--- config.mk ---
export PLATFORM = sky130hd
export DESIGN_NAME = mem_access_stage_flat
export DESIGN_NICKNAME = d
export VERILOG_FILES = /design/src/rtl/mem_stage_pkg.sv /design/src/rtl/mem_access_stage_if.sv /design/src/rtl/mem_load_align.sv /design/src/rtl/mem_access_stage.sv /design/src/flat_wrapper.sv
export SDC_FILE = /design/constraint.sdc
export NUM_CORES = 1
export LEC_CHECK = 0
export CAP_MARGIN = 10
export CELL_PAD_IN_SITES_DETAIL_PLACEMENT = 0
export CELL_PAD_IN_SITES_GLOBAL_PLACEMENT = 2
export CORE_UTILIZATION = 28
export DETAILED_ROUTE_END_ITERATION = 8
export GPL_ROUTABILITY_DRIVEN = 0
export GPL_TIMING_DRIVEN = 0
export PLACE_DENSITY_LB_ADDON = 0.1
export SETUP_SLACK_MARGIN = 0.05
export SYNTH_ARGS = -nofsm -noshare
export SYNTH_HDL_FRONTEND = slang
export SYNTH_SLANG_ARGS = --single-unit
--- constraint.sdc ---
create_clock -name reloj -period 2.38 [get_ports reloj]
set_input_delay 0.476 -clock reloj [delete_from_list [all_inputs] [get_ports reloj]]
set_output_delay 0.476 -clock reloj [all_outputs]
set_load 0.05 [all_outputs]
--- src/rtl/mem_stage_pkg.sv ---
`default_nettype none
// ============================================================================
// Module      : mem_stage_pkg
// Description : Shared types and helpers for the MEM pipeline stage.
//               - Access-size encodings SZ_B/SZ_H/SZ_W (mem_size[1:0]).
//               - Stage FSM state enum (IDLE/WAIT).
//               - Byte-enable, store-lane and alignment helper functions.
// Revision    : 1.0 - initial release
// ============================================================================
package mem_stage_pkg;

  localparam logic [1:0] SZ_B = 2'b00;
  localparam logic [1:0] SZ_H = 2'b01;
  localparam logic [1:0] SZ_W = 2'b10;

  typedef enum logic [0:0] {
    IDLE = 1'b0,
    WAIT = 1'b1
  } state_e;

  // Effective byte offset once the low address bits are forced to the natural
  // alignment of the access size.
  function automatic logic [1:0] align_off(input logic [1:0] size, input logic [1:0] a);
    logic [1:0] r;
    case (size)
      SZ_B:    r = a;
      SZ_H:    r = {a[1], 1'b0};
      default: r = 2'b00;
    endcase
    return r;
  endfunction

  // Byte enables; half/word ignore the low bits that would misalign them.
  function automatic logic [3:0] be_gen(input logic [1:0] size, input logic [1:0] a);
    logic [3:0] r;
    case (size)
      SZ_B:    r = 4'b0001 << a;
      SZ_H:    r = 4'b0011 << {a[1], 1'b0};
      default: r = 4'hF;
    endcase
    return r;
  endfunction

  // Store data is right-aligned; replicate it into every lane so the byte
  // enables alone select where it lands.
  function automatic logic [31:0] wdata_gen(input logic [1:0] size, input logic [31:0] d);
    logic [31:0] r;
    case (size)
      SZ_B:    r = {4{d[7:0]}};
      SZ_H:    r = {2{d[15:0]}};
      default: r = d;
    endcase
    return r;
  endfunction

  function automatic logic misaligned(input logic [1:0] size, input logic [1:0] a);
    logic r;
    case (size)
      SZ_B:    r = 1'b0;
      SZ_H:    r = a[0];
      default: r = (a != 2'b00);
    endcase
    return r;
  endfunction

endpackage
`default_nettype wire

--- src/rtl/mem_access_stage_if.sv ---
`default_nettype none
// ============================================================================
// Module      : mem_access_stage_if
// Description : Data-memory request/acknowledge bus of the MEM stage.
//               master : the MEM stage (drives request, write data, enables)
//               slave  : the data memory (drives ack and read data)
//               dm_req/dm_we/dm_addr/dm_be/dm_wdata : request side
//               dm_ack/dm_rdata                     : response side
// Revision    : 1.0 - initial release
// ============================================================================
interface mem_access_stage_if #(
  parameter int AW = 32,
  parameter int DW = 32
) ();

  logic          dm_req;
  logic          dm_we;
  logic [AW-1:0] dm_addr;
  logic [3:0]    dm_be;
  logic [DW-1:0] dm_wdata;
  logic          dm_ack;
  logic [DW-1:0] dm_rdata;

  modport master (
    output dm_req, dm_we, dm_addr, dm_be, dm_wdata,
    input  dm_ack, dm_rdata
  );

  modport slave (
    input  dm_req, dm_we, dm_addr, dm_be, dm_wdata,
    output dm_ack, dm_rdata
  );

endinterface
`default_nettype wire

--- src/rtl/mem_load_align.sv ---
`default_nettype none
// ============================================================================
// Module      : mem_load_align
// Description : Combinational load formatter. Shifts the read word right by
//               8*off_i and sign- or zero-extends the selected byte/half.
//   rdata_i [DW-1:0] raw memory read data
//   off_i   [1:0]    byte offset (already aligned to the access size)
//   size_i  [2:0]    [1:0] size, [2] 1=zero-extend 0=sign-extend
//   data_o  [DW-1:0] formatted load value
// Revision    : 1.0 - initial release
// ============================================================================
module mem_load_align
  import mem_stage_pkg::*;
#(
  parameter int DW = 32
) (
  input  wire logic [DW-1:0] rdata_i,
  input  wire logic [1:0]    off_i,
  input  wire logic [2:0]    size_i,
  output logic      [DW-1:0] data_o
);

  logic [DW-1:0] w_shifted;
  logic          w_sext;

  assign w_shifted = rdata_i >> {off_i, 3'b000};
  assign w_sext    = ~size_i[2];

  always_comb begin
    data_o = w_shifted;
    case (size_i[1:0])
      SZ_B:    data_o = {{(DW-8){w_sext & w_shifted[7]}}, w_shifted[7:0]};
      SZ_H:    data_o = {{(DW-16){w_sext & w_shifted[15]}}, w_shifted[15:0]};
      default: data_o = w_shifted;
    endcase
  end

endmodule
`default_nettype wire

--- src/rtl/mem_access_stage.sv ---
`default_nettype none
// ============================================================================
// Module      : mem_access_stage
// Description : MEM pipeline stage between EX_MEM and MEM_WB. Non-memory ops
//               pass through with one-cycle latency; loads/stores are issued
//               on the dm bus and the upstream pipe is stalled until dm_ack.
//               Results are presented with a one-cycle enableMEM strobe.
//   reloj, reset_n           clock / async active-low reset
//   ex_valid, mem_rd, mem_wr instruction valid, load, store
//   mem_size[2:0]            access size + zero-extend flag
//   alu_res, st_data         address/ALU value, right-aligned store data
//   ctrl_WB_ex, Y_MUX_ex     writeback control / destination (pass-through)
//   stall_o                  freeze EX_MEM and earlier
//   dm (master modport)      data-memory req/ack bus
//   enableMEM, ctrl_WB_mem, DO, DIR, Y_MUX_mem   results to MEM_WB
//   misalign_o               misaligned-access trap flag
// Build option: define MEM_MISALIGN_TRAP_EN to trap misaligned half/word
//               accesses instead of silently aligning them.
// Revision    : 1.0 - initial release
// ============================================================================
module mem_access_stage
  import mem_stage_pkg::*;
#(
  parameter int AW = 32,
  parameter int DW = 32
) (
  input  wire logic          reloj,
  input  wire logic          reset_n,
  input  wire logic          ex_valid,
  input  wire logic          mem_rd,
  input  wire logic          mem_wr,
  input  wire logic [2:0]    mem_size,
  input  wire logic [DW-1:0] alu_res,
  input  wire logic [DW-1:0] st_data,
  input  wire logic [1:0]    ctrl_WB_ex,
  input  wire logic [4:0]    Y_MUX_ex,
  output logic               stall_o,
  mem_access_stage_if.master dm,
  output logic               enableMEM,
  output logic      [1:0]    ctrl_WB_mem,
  output logic      [DW-1:0] DO,
  output logic      [DW-1:0] DIR,
  output logic      [4:0]    Y_MUX_mem,
  output logic               misalign_o
);

  state_e state_q, state_d;

  logic w_is_mem;
  logic w_trap;
  logic w_idle;
  logic w_accept_mem;
  logic w_accept_pass;
  logic w_complete;
  logic w_req;
  logic w_stall;

  // Request captured at accept; held stable for the whole WAIT period.
  logic          lat_rd_q;
  logic          lat_we_q;
  logic [2:0]    lat_size_q;
  logic [1:0]    lat_off_q;
  logic [AW-1:0] lat_addr_q;
  logic [3:0]    lat_be_q;
  logic [DW-1:0] lat_wdata_q;
  logic [1:0]    lat_ctrl_q;
  logic [4:0]    lat_y_q;
  logic [DW-1:0] lat_dir_q;

  // Result registers towards MEM_WB.
  logic          en_q, en_d;
  logic          mis_q, mis_d;
  logic [1:0]    ctrl_q, ctrl_d;
  logic [DW-1:0] do_q, do_d;
  logic [DW-1:0] dir_q, dir_d;
  logic [4:0]    y_q, y_d;

  logic [DW-1:0] w_load_data;

  assign w_is_mem = mem_rd | mem_wr;
  assign w_idle   = (state_q == IDLE);

`ifdef MEM_MISALIGN_TRAP_EN
  assign w_trap = w_is_mem & misaligned(mem_size[1:0], alu_res[1:0]);
`else
  assign w_trap = 1'b0;
`endif

  // A trapped access never reaches memory; it completes like a pass-through.
  assign w_accept_mem  = w_idle & ex_valid & w_is_mem & ~w_trap;
  assign w_accept_pass = w_idle & ex_valid & (~w_is_mem | w_trap);
  assign w_complete    = (state_q == WAIT) & dm.dm_ack;

  // ---------------- FSM: state register ----------------
  always_ff @(posedge reloj or negedge reset_n) begin
    if (!reset_n) begin
      state_q <= IDLE;
    end else begin
      state_q <= state_d;
    end
  end

  // ---------------- FSM: next state ----------------
  always_comb begin
    state_d = state_q;
    if (state_q == IDLE) begin
      if (w_accept_mem) state_d = WAIT;
    end else begin
      if (dm.dm_ack) state_d = IDLE;
    end
  end

  // ---------------- FSM: outputs ----------------
  always_comb begin
    w_req   = 1'b0;
    w_stall = 1'b0;
    if (state_q == IDLE) begin
      w_stall = w_accept_mem;
    end else begin
      w_req   = 1'b1;
      // The ack cycle releases the pipe so EX_MEM advances on the same edge
      // that completes the access.
      w_stall = ~dm.dm_ack;
    end
  end

  // Gated by reset so a held ex_valid cannot raise stall while in reset.
  assign stall_o     = w_stall & reset_n;
  assign dm.dm_req   = w_req;
  assign dm.dm_we    = lat_we_q;
  assign dm.dm_addr  = lat_addr_q;
  assign dm.dm_be    = lat_be_q;
  assign dm.dm_wdata = lat_wdata_q;

  // ---------------- Request latch ----------------
  always_ff @(posedge reloj or negedge reset_n) begin
    if (!reset_n) begin
      lat_rd_q    <= 1'b0;
      lat_we_q    <= 1'b0;
      lat_size_q  <= 3'b000;
      lat_off_q   <= 2'b00;
      lat_addr_q  <= '0;
      lat_be_q    <= 4'b0000;
      lat_wdata_q <= '0;
      lat_ctrl_q  <= 2'b00;
      lat_y_q     <= 5'd0;
      lat_dir_q   <= '0;
    end else if (w_accept_mem) begin
      lat_rd_q    <= mem_rd;
      lat_we_q    <= mem_wr;
      lat_size_q  <= mem_size;
      lat_off_q   <= align_off(mem_size[1:0], alu_res[1:0]);
      lat_addr_q  <= {alu_res[AW-1:2], 2'b00};
      lat_be_q    <= be_gen(mem_size[1:0], alu_res[1:0]);
      lat_wdata_q <= wdata_gen(mem_size[1:0], st_data);
      lat_ctrl_q  <= ctrl_WB_ex;
      lat_y_q     <= Y_MUX_ex;
      lat_dir_q   <= alu_res;
    end
  end

  mem_load_align #(
    .DW (DW)
  ) u_load_align (
    .rdata_i (dm.dm_rdata),
    .off_i   (lat_off_q),
    .size_i  (lat_size_q),
    .data_o  (w_load_data)
  );

  // ---------------- Result next-state ----------------
  always_comb begin
    en_d   = w_accept_pass | w_complete;
    mis_d  = w_accept_pass & w_trap;
    ctrl_d = ctrl_q;
    do_d   = do_q;
    dir_d  = dir_q;
    y_d    = y_q;
    if (w_accept_pass) begin
      // A trapped access must not write the register file.
      ctrl_d = w_trap ? 2'b00 : ctrl_WB_ex;
      do_d   = '0;
      dir_d  = alu_res;
      y_d    = Y_MUX_ex;
    end else if (w_complete) begin
      ctrl_d = lat_ctrl_q;
      do_d   = lat_rd_q ? w_load_data : '0;
      dir_d  = lat_dir_q;
      y_d    = lat_y_q;
    end
  end

  always_ff @(posedge reloj or negedge reset_n) begin
    if (!reset_n) begin
      en_q   <= 1'b0;
      mis_q  <= 1'b0;
      ctrl_q <= 2'b00;
      do_q   <= '0;
      dir_q  <= '0;
      y_q    <= 5'd0;
    end else begin
      en_q   <= en_d;
      mis_q  <= mis_d;
      ctrl_q <= ctrl_d;
      do_q   <= do_d;
      dir_q  <= dir_d;
      y_q    <= y_d;
    end
  end

  assign enableMEM   = en_q;
  assign misalign_o  = mis_q;
  assign ctrl_WB_mem = ctrl_q;
  assign DO          = do_q;
  assign DIR         = dir_q;
  assign Y_MUX_mem   = y_q;

endmodule
`default_nettype wire

--- src/flat_wrapper.sv ---
// flat-port wrapper written by rule: the top's interface ports become plain ports
module mem_access_stage_flat import mem_stage_pkg::*;
#(
  parameter int AW = 32,
  parameter int DW = 32
)
  (reloj, reset_n, ex_valid, mem_rd, mem_wr, mem_size, alu_res, st_data, ctrl_WB_ex, Y_MUX_ex, stall_o, enableMEM, ctrl_WB_mem, DO, DIR, Y_MUX_mem, misalign_o, dm_dm_req, dm_dm_we, dm_dm_addr, dm_dm_be, dm_dm_wdata, dm_dm_ack, dm_dm_rdata);
  mem_access_stage_if #(.AW(AW), .DW(DW)) dm_i ();
  input  wire logic reloj;
  input  wire logic reset_n;
  input  wire logic ex_valid;
  input  wire logic mem_rd;
  input  wire logic mem_wr;
  input  wire logic [2:0] mem_size;
  input  wire logic [DW-1:0] alu_res;
  input  wire logic [DW-1:0] st_data;
  input  wire logic [1:0] ctrl_WB_ex;
  input  wire logic [4:0] Y_MUX_ex;
  output logic stall_o;
  output logic enableMEM;
  output logic      [1:0] ctrl_WB_mem;
  output logic      [DW-1:0] DO;
  output logic      [DW-1:0] DIR;
  output logic      [4:0] Y_MUX_mem;
  output logic misalign_o;
  output wire logic [$bits(dm_i.dm_req)-1:0] dm_dm_req;
  output wire logic [$bits(dm_i.dm_we)-1:0] dm_dm_we;
  output wire logic [$bits(dm_i.dm_addr)-1:0] dm_dm_addr;
  output wire logic [$bits(dm_i.dm_be)-1:0] dm_dm_be;
  output wire logic [$bits(dm_i.dm_wdata)-1:0] dm_dm_wdata;
  input wire logic [$bits(dm_i.dm_ack)-1:0] dm_dm_ack;
  input wire logic [$bits(dm_i.dm_rdata)-1:0] dm_dm_rdata;
  assign dm_dm_req = dm_i.dm_req;
  assign dm_dm_we = dm_i.dm_we;
  assign dm_dm_addr = dm_i.dm_addr;
  assign dm_dm_be = dm_i.dm_be;
  assign dm_dm_wdata = dm_i.dm_wdata;
  assign dm_i.dm_ack = dm_dm_ack;
  assign dm_i.dm_rdata = dm_dm_rdata;
  mem_access_stage #(.AW(AW), .DW(DW)) u_core (.reloj(reloj), .reset_n(reset_n), .ex_valid(ex_valid), .mem_rd(mem_rd), .mem_wr(mem_wr), .mem_size(mem_size), .alu_res(alu_res), .st_data(st_data), .ctrl_WB_ex(ctrl_WB_ex), .Y_MUX_ex(Y_MUX_ex), .stall_o(stall_o), .dm(dm_i), .enableMEM(enableMEM), .ctrl_WB_mem(ctrl_WB_mem), .DO(DO), .DIR(DIR), .Y_MUX_mem(Y_MUX_mem), .misalign_o(misalign_o));
endmodule
==> metrics.yaml <==
setup_path:
  crit_path_max_incr_delay_ns: 0.46
  worstPathArrival_ns: 1.77
  cp_cell_sequence: "clkdlybuf4s50_1 > nor2b_4 > o21ai_2 > buf_4 > o21ai_4 > and2_4 > buf_8"
  end_kind: "output pin"
  required_ns: 1.90
  rrSetupSlack_ns: 0.31
  worstPathMaxFanout: 11
  path_class: "input port to output pin"
  worst_setup_path_start_kind: "input port"
  slowest_stage: "clkdlybuf4s50_1"
clock_tree:
  clockRootBuffer: "clkbuf_16"
  cts_max_level: 4
  clock_path_buffers: 2
  path_clk_slew_ns: 0.07
  cts_tree: "done"
  cts_sinks: 155
  clock_latency_ns: 0.43
  cts_buffers: 17
power:
  power_density_nw_per_um2: 1110
  ir_drop_v: 0.000521
  pwr-share-comb_pct: 45.6
  switchingPower_mw: 5.06
  total_power_mw: 11.9
  leakage_nw: 4.65
  seq_power_share_pct: 31.5
  cellInternalPower_mw: 6.88
  swShare_pct: 42.4
  p_clk_share_pct: 22.9
logic_synthesis:
  yosysUniqueCellTypes: 33
  synth_area_leaders: "dfrtp_1 (54%), mux2_2 (9.0%), a221o_1 (7.7%)"
  synthFlopType: "dfrtp_1"
  yosysSeqAreaShare_pct: 54.4
  yosys.area.top_type_share_pct: 54.4
  yosys_register_bits: 155
  ys.warnings.count: 0
  syn_area_per_cell_sq_um: 11.9
  synth_edf_count: 0
  synth_top_cell_by_area: "dfrtp_1"
  netlist_area_sq_um: 7130
  syn_inst: 599
  async_flop_share_pct: 100
sta:
  rsz0062_at_grt: "no"
  setup_ws_ns: 0.129
  finalHoldViolations: 0
  slew_violations: 0
  whs_ns: 0.00507
  layout_min_cycle_time_ns: 2.25
  tightest_slew_ns: 0.879
  post-route-period-util_pct: 94.6
  setup_viol: 0
  finalClockSkew_ns: 0.00969
  clock.fmax_mhz: 444
  max-slew-margin-rel_pct: 41.4
global_route:
  overflow: 0
  grt_max_degree: 83
  grt_pass1_wl_um: 37300
  grt_pass1_vias: 6218
  grt_usage_pct: 18.9
  antenna_found_initial: 0
floorplanning:
  fp.coreArea_sq_um: 25100
  start_util_pct: 28.4
  die_x_um: 162
  fp.dieH_um: 162
  fp-row-count: 58
  io_pins: 256
  die_area_sq_um: 26100
outcome:
  status: "completed"
drt:
  vias: 5858
  totalWireLength_um: 24000
  first_pass_iters: 6
  avgRoutedWirePerCell_um: 19.7
  viasPerCell: 4.81
  drc: 0
  drt_iter0_markers: 397
  ant_nets: 0
place:
  port_buffers: 251
  postPlaceCellArea_sq_um: 10100
  pre_cts_slack_ns: -1.26
  dp_hpwl_um: 16900
finish:
  syn_to_final_growth_pct: 50.7
  fin_area_sq_um: 10700
  fin_nets: 986
  insertedDiodeCount: 0
  final_core_util_pct: 42.8
  drive_above_1_share_pct: 17.9
worst_hold_path:
  hp-class: "input port to async pin"
flow_run:
  maxCapViolCount: 0
[layout make-up]
type | instances | area (sq um)
Multi-Input combinational cell | 359 | 2810
Inverter | 5 | 18.8
Tap cell | 330 | 413
Clock inverter | 13 | 134
Buffer | 80 | 462
Timing Repair Buffer | 256 | 2580
Sequential cell | 155 | 3880
Fill cell | 2450 | 14400
Clock buffer | 19 | 443
[placed cells by master, fill, tap and decap left out, drive strengths merged, types with 3 or more instances in the layout]
cell / synthesis / routed
mux2: 57 / 57
nand3b: 9 / 9
inv: 5 / 12
clkdlybuf4s50: 0 / 247
o2bb2ai: 15 / 15
a21oi: 25 / 25
mux2i: 40 / 40
buf: 52 / 58
clkbuf: 30 / 48
dfrtp: 155 / 155
clkinv: 0 / 3
nand2: 38 / 38
a221o: 55 / 55
and3: 39 / 39
nor2: 20 / 20
nor3b: 3 / 3
conb: 1 / 3
o21ai: 42 / 42
[synthesized netlist by cell type (all sizes together) (2+ instances only)]
master,n
a21oi,25
nor3b,3
nor2b,2
a221o,55
mux2i,40
buf,52
dfrtp,155
nor2,20
o2bb2ai,15
inv,5
mux4,2
o21ai,42
mux2,57
and3,39
nand2,38
nand3b,9
clkbuf,30
[cell families after synthesis]
logic type / synth area share [%]
AOI/OAI and AO/OA: 14.9
buffers and inverters: 6.77
muxes: 15.2
and+or+nand+nor: 8.67
other: 0.0526
DFF: 54.4
[final timing paths]
kind / start / endpoint / cells past startpoint
worst max-delay path: ex_valid / stall_o / 7
worst min-delay path: reset_n / u_core.DO[17] / 1
worst max register to register: u_core.state_q / u_core.DO[30] / 5
worst min register to register: u_core.dm.dm_wdata[27] / u_core.dm.dm_wdata[27] / 2
max in group asynchronous: reset_n / u_core.lat_dir_q[2] / 2
min in group reloj: u_core.dm.dm_wdata[27] / u_core.dm.dm_wdata[27] / 2
[per-layer routing]
metal  part of all wire [%]  track usage [%]  vias up  routed length [um]
met2                     46             29.3      179               11100
met4                   0.92             5.36        0                 221
li1                       -                -     2734                   -
met1                     46             25.9     2929               11100
met5                      0                0        -                   0
met3                    6.4             4.73       16                1530
[registers in the layout, summed over array words and instances (netlist names)]
signal	count
u_core.lat_y_q	5
u_core.lat_dir_q	31
u_core.dm.dm_addr	1
u_core.dm.dm_wdata	32
u_core.lat_size_q	3
u_core.state_q	1
u_core.DIR	32
u_core.dm.dm_we	1
u_core.Y_MUX_mem	5
u_core.lat_off_q	2
u_core.enableMEM	1
u_core.lat_rd_q	1
u_core.lat_ctrl_q	2
u_core.dm.dm_be	4
u_core.ctrl_WB_mem	2
u_core.DO	32
[worst max-delay path: cells and delay by family]
family          cells  cell delay, ns
simple gates        2            0.33
buf+inv             3            0.81
compound gates      2            0.16
[through the flow]
stage,setup TNS (ns),instances
2_1_floorplan,0,601
3_3_place_gp,-941.15,1182
3_5_place_dp,-35.35,1183
4_1_cts,0,1216
5_1_grt,0,1217
6_report,0,1217
[what timing repair did]
item | CTS | global route
setup endpoints to repair | 18 | 10
hold endpoints to repair | 0 | 0
setup buffers | 2 | 2
pin swaps | 1 | 0
hold buffers | 0 | 0
gates resized for setup | 24 | 3
[power by group through the flow]
stage | Sequential (mW) | Clock [mW] | Combinational (mW)
2_1_floorplan | 5.53 | 0 | 1.71
3_3_place_gp | 3.77 | 0 | 5.43
3_5_place_dp | 3.79 | 0 | 5.46
4_1_cts | 3.77 | 2.81 | 5.49
5_1_grt | 3.86 | 2.92 | 5.71
6_report | 3.77 | 2.73 | 5.44
No activity file was read; power rests on OpenSTA's default activity.
